[config.mk]
export PLATFORM = sky130hd
export DESIGN_NAME = mem_access_scheduler
export DESIGN_NICKNAME = d
export VERILOG_FILES = /design/src/rtl/mem_sched_pkg.sv /design/src/rtl/mem_sched_picker.sv /design/src/rtl/mem_access_scheduler.sv
export SDC_FILE = /design/constraint.sdc
export NUM_CORES = 1
export LEC_CHECK = 0
export BUFFER_PORTS_ARGS = -buffer_cell sky130_fd_sc_hd__buf_2
export CORE_UTILIZATION = 30
export CTS_BUF_LIST = sky130_fd_sc_hd__clkbuf_2 sky130_fd_sc_hd__clkbuf_4 sky130_fd_sc_hd__clkbuf_8
export DETAILED_ROUTE_END_ITERATION = 8
export GPL_ROUTABILITY_DRIVEN = 0
export PLACE_DENSITY = 0.53
export SYNTH_ARGS = -nofsm -noshare
export SYNTH_HDL_FRONTEND = slang
export SYNTH_SLANG_ARGS = --single-unit
export TNS_END_PERCENT = 10
[constraint.sdc]
create_clock -name clk -period 2.1 [get_ports clk]
set_input_delay 0.315 -clock clk [delete_from_list [all_inputs] [get_ports clk]]
set_output_delay 0.315 -clock clk [all_outputs]
set_load 0.01 [all_outputs]
[src/rtl/mem_sched_pkg.sv]
// Shared encodings for the unified-memory access scheduler: FSM states,
// requester indices and the starvation counter width.
package mem_sched_pkg;

  typedef enum logic [1:0] {
    S_IDLE  = 2'd0,
    S_ISSUE = 2'd1,
    S_WAIT  = 2'd2,
    S_RESP  = 2'd3
  } schedState_e;

  localparam int REQ_STK  = 0;
  localparam int REQ_DAT  = 1;
  localparam int REQ_IFU  = 2;
  localparam int NREQ     = 3;
  localparam int STARVE_W = 4;

endpackage

[src/rtl/mem_sched_picker.sv]
// Combinational fixed-priority picker (stack > data > fetch) with an
// override that hands the grant to fetch once it has starved long enough.
module mem_sched_picker
  import mem_sched_pkg::*;
(
  input  logic [NREQ-1:0] req_i,
  input  logic            force_ifu_i,
  output logic [NREQ-1:0] grant_o
);

  always_comb begin
    grant_o = '0;
    if (force_ifu_i && req_i[REQ_IFU]) begin
      grant_o[REQ_IFU] = 1'b1;
    end else if (req_i[REQ_STK]) begin
      grant_o[REQ_STK] = 1'b1;
    end else if (req_i[REQ_DAT]) begin
      grant_o[REQ_DAT] = 1'b1;
    end else if (req_i[REQ_IFU]) begin
      grant_o[REQ_IFU] = 1'b1;
    end
  end

endmodule

[src/rtl/mem_access_scheduler.sv]
// Serialises stack, data and fetch accesses onto one synchronous memory with
// a registered request/done handshake; every output is decoded from flops.
module mem_access_scheduler
  import mem_sched_pkg::*;
#(
  parameter int STARVE_LIMIT = 4,
  parameter int AW           = 8,
  parameter int DW           = 8
) (
  input  logic          clk,
  input  logic          reset,
  input  logic          stk_req,
  input  logic          stk_we,
  input  logic [AW-1:0] stk_addr,
  input  logic [DW-1:0] stk_wdata,
  input  logic          dat_req,
  input  logic          dat_we,
  input  logic [AW-1:0] dat_addr,
  input  logic [DW-1:0] dat_wdata,
  input  logic          ifu_req,
  input  logic [AW-1:0] ifu_addr,
  output logic [2:0]    done,
  output logic [DW-1:0] rdata,
  output logic          busy,
  output logic          mem_read,
  output logic          mem_write,
  output logic [AW-1:0] mem_addr,
  output logic [DW-1:0] mem_wdata,
  input  logic [DW-1:0] mem_rdata
);

  localparam logic [STARVE_W-1:0] StarveMax = STARVE_W'(STARVE_LIMIT);

  schedState_e         state_q, state_d;
  logic [NREQ-1:0]     grant_q, grant_d;
  logic                we_q, we_d;
  logic [AW-1:0]       addr_q, addr_d;
  logic [DW-1:0]       wdata_q, wdata_d;
  logic [DW-1:0]       rdata_q, rdata_d;
  logic [STARVE_W-1:0] starveCnt_q, starveCnt_d;

  logic [NREQ-1:0] reqVec;
  logic [NREQ-1:0] pickGrant;
  logic            forceIfu;

  assign reqVec   = {ifu_req, dat_req, stk_req};
  assign forceIfu = (starveCnt_q == StarveMax);

  mem_sched_picker uPicker (
    .req_i       (reqVec),
    .force_ifu_i (forceIfu),
    .grant_o     (pickGrant)
  );

  always_ff @(posedge clk or negedge reset) begin
    if (!reset) begin
      state_q <= S_IDLE;
    end else begin
      state_q <= state_d;
    end
  end

  always_ff @(posedge clk or negedge reset) begin
    if (!reset) begin
      grant_q     <= '0;
      we_q        <= 1'b0;
      addr_q      <= '0;
      wdata_q     <= '0;
      rdata_q     <= '0;
      starveCnt_q <= '0;
    end else begin
      grant_q     <= grant_d;
      we_q        <= we_d;
      addr_q      <= addr_d;
      wdata_q     <= wdata_d;
      rdata_q     <= rdata_d;
      starveCnt_q <= starveCnt_d;
    end
  end

  always_comb begin
    state_d = state_q;
    case (state_q)
      S_IDLE:  if (|reqVec) state_d = S_ISSUE;
      S_ISSUE: state_d = we_q ? S_RESP : S_WAIT;
      S_WAIT:  state_d = S_RESP;
      S_RESP:  state_d = S_IDLE;
      default: state_d = S_IDLE;
    endcase
  end

  // Winner's request is captured only in IDLE, so requester inputs may change freely afterwards.
  always_comb begin
    grant_d     = grant_q;
    we_d        = we_q;
    addr_d      = addr_q;
    wdata_d     = wdata_q;
    rdata_d     = rdata_q;
    starveCnt_d = starveCnt_q;
    if (state_q == S_IDLE) begin
      if (!ifu_req || pickGrant[REQ_IFU]) begin
        starveCnt_d = '0;
      end else if (starveCnt_q < StarveMax) begin
        starveCnt_d = starveCnt_q + STARVE_W'(1);
      end
      if (|reqVec) begin
        grant_d = pickGrant;
        if (pickGrant[REQ_STK]) begin
          we_d    = stk_we;
          addr_d  = stk_addr;
          wdata_d = stk_wdata;
        end else if (pickGrant[REQ_DAT]) begin
          we_d    = dat_we;
          addr_d  = dat_addr;
          wdata_d = dat_wdata;
        end else begin
          we_d    = 1'b0;
          addr_d  = ifu_addr;
          wdata_d = '0;
        end
      end
    end
    if (state_q == S_WAIT) begin
      rdata_d = mem_rdata;
    end
  end

  always_comb begin
    mem_read  = 1'b0;
    mem_write = 1'b0;
    mem_addr  = '0;
    mem_wdata = '0;
    done      = '0;
    case (state_q)
      S_ISSUE: begin
        mem_read  = !we_q;
        mem_write = we_q;
        mem_addr  = addr_q;
        mem_wdata = wdata_q;
      end
      S_RESP:  done = grant_q;
      default: ;
    endcase
  end

  assign busy  = (state_q != S_IDLE);
  assign rdata = rdata_q;

endmodule

### After elaboration in Yosys (flattened, before gate mapping)

Index checks and enable logic that the tools add are counted.

* add/sub/neg operators: 1
* magnitude comparators: 1
* equality and inequality tests: 5
* mux-type cells: 23
* reductions and logical operators: 10

Operator list (number)
* 8-bit 2-to-1 mux: 6
* 1-bit 2-to-1 mux: 10
* 4-bit 2-to-1 mux: 2
* 2-bit one-hot mux with 4 select lines: 1
* 2-bit 2-to-1 mux: 3
* 4-bit by 1-bit adder with 4-bit output, second input constant: 1
* 2-bit == test, second input constant: 2
* 4-bit by 3-bit == test with 1-bit output, second input constant: 1
* 4-bit by 3-bit < comparator with 1-bit output, second input constant: 1
* 2-bit AND reduction: 2
* 2-bit nonzero test: 2
* 3-bit 2-to-1 mux: 1
* 3-bit OR reduction: 1
* 2-bit by 1-bit == test with 1-bit output, second input constant: 1
* 1-bit logical NOT: 2
* 2-bit logical NOT: 1
* 2-bit by 1-bit != test with 1-bit output, second input constant: 1
* 1-bit logical AND: 1
* 1-bit logical OR: 1

* register bits after elaboration: 34
* input port bits: 55
* output and inout bits: 30
* logic and storage cells: 47

### Depth between registers and ports, before layout

* depth after elaboration: 7
* mapped depth: 7
* mapped depth without buffers: 6

### By module

Synthesis repeated with hierarchy kept, for this count alone.

* cell total of the unflattened synthesis: 171
* area total of the unflattened synthesis: 1805.5 µm²

By module, submodules not included
* mem_access_scheduler: times used 1, cells an instance 166, area each 1766.7 µm², sequential area each 850.8 µm²
* mem_sched_picker: times used 1, cells an instance 5, area each 38.8 µm², sequential area each 0.0 µm²

### Least setup slack after synthesis

No wires, ideal clock.

* path kind: register to register
* start: register state_q[0]
* end: register state_q[0]
* setup time: 0.129 ns
* arrival time: 1.446 ns
* required time: 1.971 ns
* path slack: 0.525 ns
* stages on the path, launching flop included: 8
* buffers on the path: 1
* period minus slack after synthesis: 1.575 ns
* path through: dfrtp_1 inv_1 ha_1 buf_2 inv_1 or4_1 o21ai_0 o21ai_0

* cells in the longest elaborated chain, start to end: 2
* elaborated cells on any way between the ends: 6
* classes of those cells: 4 x eq/ne; 1 x mux; 1 x reduce/logical

RTL lines
* from (decl): line mem_access_scheduler.sv:34 `schedState_e state_q, state_d;`
* from (signal assigned): line mem_access_scheduler.sv:59 `state_q <= state_d;`
* 2-bit == test, or another cell as far along: line mem_access_scheduler.sv:83 `case (state_q)`
* 2-bit one-hot mux with 4 select lines / 2-bit by 1-bit != test with 1-bit output (equally long branches)

Several ways; a longest one is shown, not always the timed one.
A chain may end at the register's enable or synchronous reset.

### Final worst setup path

* start: register state_q[1]
* end: output port mem_read

* cells in the longest elaborated chain, start to end: 2

RTL lines
* 2-bit by 1-bit == test with 1-bit output: line mem_access_scheduler.sv:134 `case (state_q)`
* 1-bit 2-to-1 mux: line mem_access_scheduler.sv:134
* to (decl): line mem_access_scheduler.sv:25 `output logic mem_read,`

Every way passes these cells.

==> flow_summary.ini <==
[grt]
use_met2_pct = 24.0
grt_overflow = 0
globalRouteMet1Util_pct = 18.5
grt_busiest_layer = met2
grt_max_degree = 35
grt_pass1_vias = 1575
grt_usage_pct = 14.8
antenna_found_initial = 0
use_met3_pct = 4.33
grt_pass1_wl_mm = 7.27

[finish]
final_util_pct = 41.1
final-instance-count-excl-fill = 357
final_area_mm2 = 0.00246
area_growth_syn_to_layout_pct = 29.8
fin_nets = 342
drive_gt1_share_pct = 39.7
fillers = 618
diodes = 0

[yosys]
ys_types = 28
synth.largest_area_cell = dfrtp_1
synth_area_per_cell_um2 = 9.57
synth_commonest_cells = dfrtp_1, and2_1, nand2_1, o21ai_0, nor2_1
yosysMostFrequentCell = dfrtp_1
yosysWarnings = 0
ys_ff_latch = 34
yosys-top-cells-area = dfrtp_1, and2_1, mux2_2
async_flop_share_pct = 100
ys.flop_type = dfrtp_1
synth_edf_count = 0
syn-cell-area_mm2 = 0.00190
synth_cells = 198
seq_area_frac_synth_pct = 44.9
synth_top_area_share_pct = 44.9
syn_nets = 259

[die]
rows = 28
core-area_mm2 = 0.00599
start_util_pct = 31.6
ios = 85
die_width_um = 81.5
dieArea_mm2 = 0.00664
die_y_um = 81.5

[clocking]
cts-root-buf = clkbuf_8
post_cts_buffers = 0
htree_levels = 2
cts.sinks = 34
cts_buffer_depth = 2
path_clk_slew_ns = 0.06
cts_tree = built
holdBufCountCts = 0
numCtsBuffers = 5
cts_resized = 0
clock_latency_ns = 0.29

[setup_path]
reg2reg_depth = 5
cpMaxStageDelayCell = dfrtp_1
critPathRequiredTime_ns = 1.78
startpoint = state_q[1]
rr_endpoint = starveCnt_q[0]
cp-start-kind = flip-flop
crit_path_max_fanout = 11
r2r_slack_ns = 0.27
crit_arrival_ns = 1.63
r2r-start = state_q[0]
cp_slowest_stage_delay_ns = 0.41
path_cells = inv_1 > ha_1 > buf_4 > nor2b_1 > buf_2
worst_setup_path_end_kind = output pin
criticalPathCategory = flip-flop to output pin

[drt]
vias = 1711
drtAntennaViolNets = 0
drc = 0
drt_pass1_iterations = 4
vias_per_cell = 4.79
drt_iter0_drc = 125
postRouteWirelength_mm = 4.55
wl_per_cell_um = 12.7

[timing]
skew_ns = 0.00329
fin_setup_tns_ns = 0
clock.fmax_mhz = 514
period_minus_slack_ns = 1.95
slew_headroom_pct = 42.6
hold_viol = 0
period_share_pct = 92.7
rsz0062_at_grt = false
worst_pin_slew_ns = 0.861
maxSlewViolCount = 0
setup_viol = 0

[status]
status = completed

[placement]
placed_cells = 349
dpl_cell_area_mm2 = 0.00237
portBuffers = 84
hpwl_mm = 3.27

[power]
peakVddDrop_v = 0.000522
powerDensity_mw_per_mm2 = 1180
p_leak_nw = 1.27

[job]
maxCapViolCount = 0

[worst_hold_path]
hold_class = input port to async pin
flip-flops by register name, summed over array words and instances (netlist names):
signal and flops:
addr_q 8, rdata 8, wdata_q 8, starveCnt_q 4, grant_q 3, state_q 2, we_q 1
per-layer routing:
metal	part of all wire, %	wire (um)
met5	0	0
met4	1.3	61
met3	7.8	356
met2	44	2010
met1	46	2110
cell type report:
type / instances / area, um^2 / share of cell area (%)
multi-input combinational: 137 / 911 / 37.0
sequential: 34 / 851 / 34.6
timing repair buffer: 89 / 458 / 18.6
tap: 75 / 93.8 / 3.81
clock buffer: 7 / 90.1 / 3.66
inverter: 14 / 52.6 / 2.14
clock inverter: 1 / 5.00 / 0.203
per-stage QoR:
step / hold slack, ns / power (mW) / setup slack, ns
after floorplan: 0.0194 / 1.98 / 0.525
after global placement: 0.442 / 2.41 / 0.288
after detailed placement: 0.435 / 2.43 / 0.246
after CTS: 0.123 / 2.96 / 0.0826
after global routing: 0.172 / 3.18 / 0.0234
final: 0.104 / 2.91 / 0.154
cell families (layout without fill, tap and decap cells):
logic type / count (synthesis) / after routing / synth area share [%]
and+or+nand+nor: 63 / 63 / 17.2
muxes: 10 / 10 / 5.94
AOI/OAI and AO/OA: 58 / 58 / 21.0
DFF: 34 / 34 / 44.9
adders and majority gates: 6 / 6 / 3.96
buffers and inverters: 27 / 111 / 7.06
cell usage in the layout, fill, tap and decap left out:
cell type	synthesis	layout
buf_2	8	84
dfrtp_1	34	34
and2_1	21	21
nand2_1	19	19
o21ai_0	18	18
nor2_1	17	17
inv_1	14	14
mux2_2	10	10
a22oi_1	9	9
a31oi_1	8	8
o22ai_1	8	8
o31ai_1	6	6
ha_1	6	6
clkbuf_8	0	6
buf_4	0	5
a22o_1	2	2
o31ai_2	2	2
nor2b_1	1	1
o31ai_4	1	1
nand4b_4	1	1
and3b_1	1	1
a21boi_0	1	1
nor4_1	1	1
a21oi_1	1	1
or4_1	1	1
nand2_2	1	1
o2bb2ai_1	1	1
a32o_1	1	1
clkbuf_4	0	1
clkinv_2	0	1
power breakdown:
group / internal, mW / leakage, nW / switching (mW)
registers: 0.956 / 0.423 / 0.155
logic: 0.597 / 0.796 / 0.691
clock network: 0.277 / 0.0517 / 0.234
total: 1.83 / 1.27 / 1.08
worst max path at each step:
stage	endpoint	slack, ns	cells after the start
floorplan	state_q[0]	0.53	7
global placement	wdata_q[3]	0.29	4
detailed placement	wdata_q[6]	0.25	4
CTS	mem_read	0.08	5
global route	mem_read	0.02	5
finish	mem_read	0.15	5
worst max-delay path: cells and delay by family (launching register included):
family	cells	cell delay, ns
buffers and inverters	3	0.47
DFF	1	0.41
adders and majority gates	1	0.31
and+or+nand+nor	1	0.15
Power figures use the tool's default switching activity.
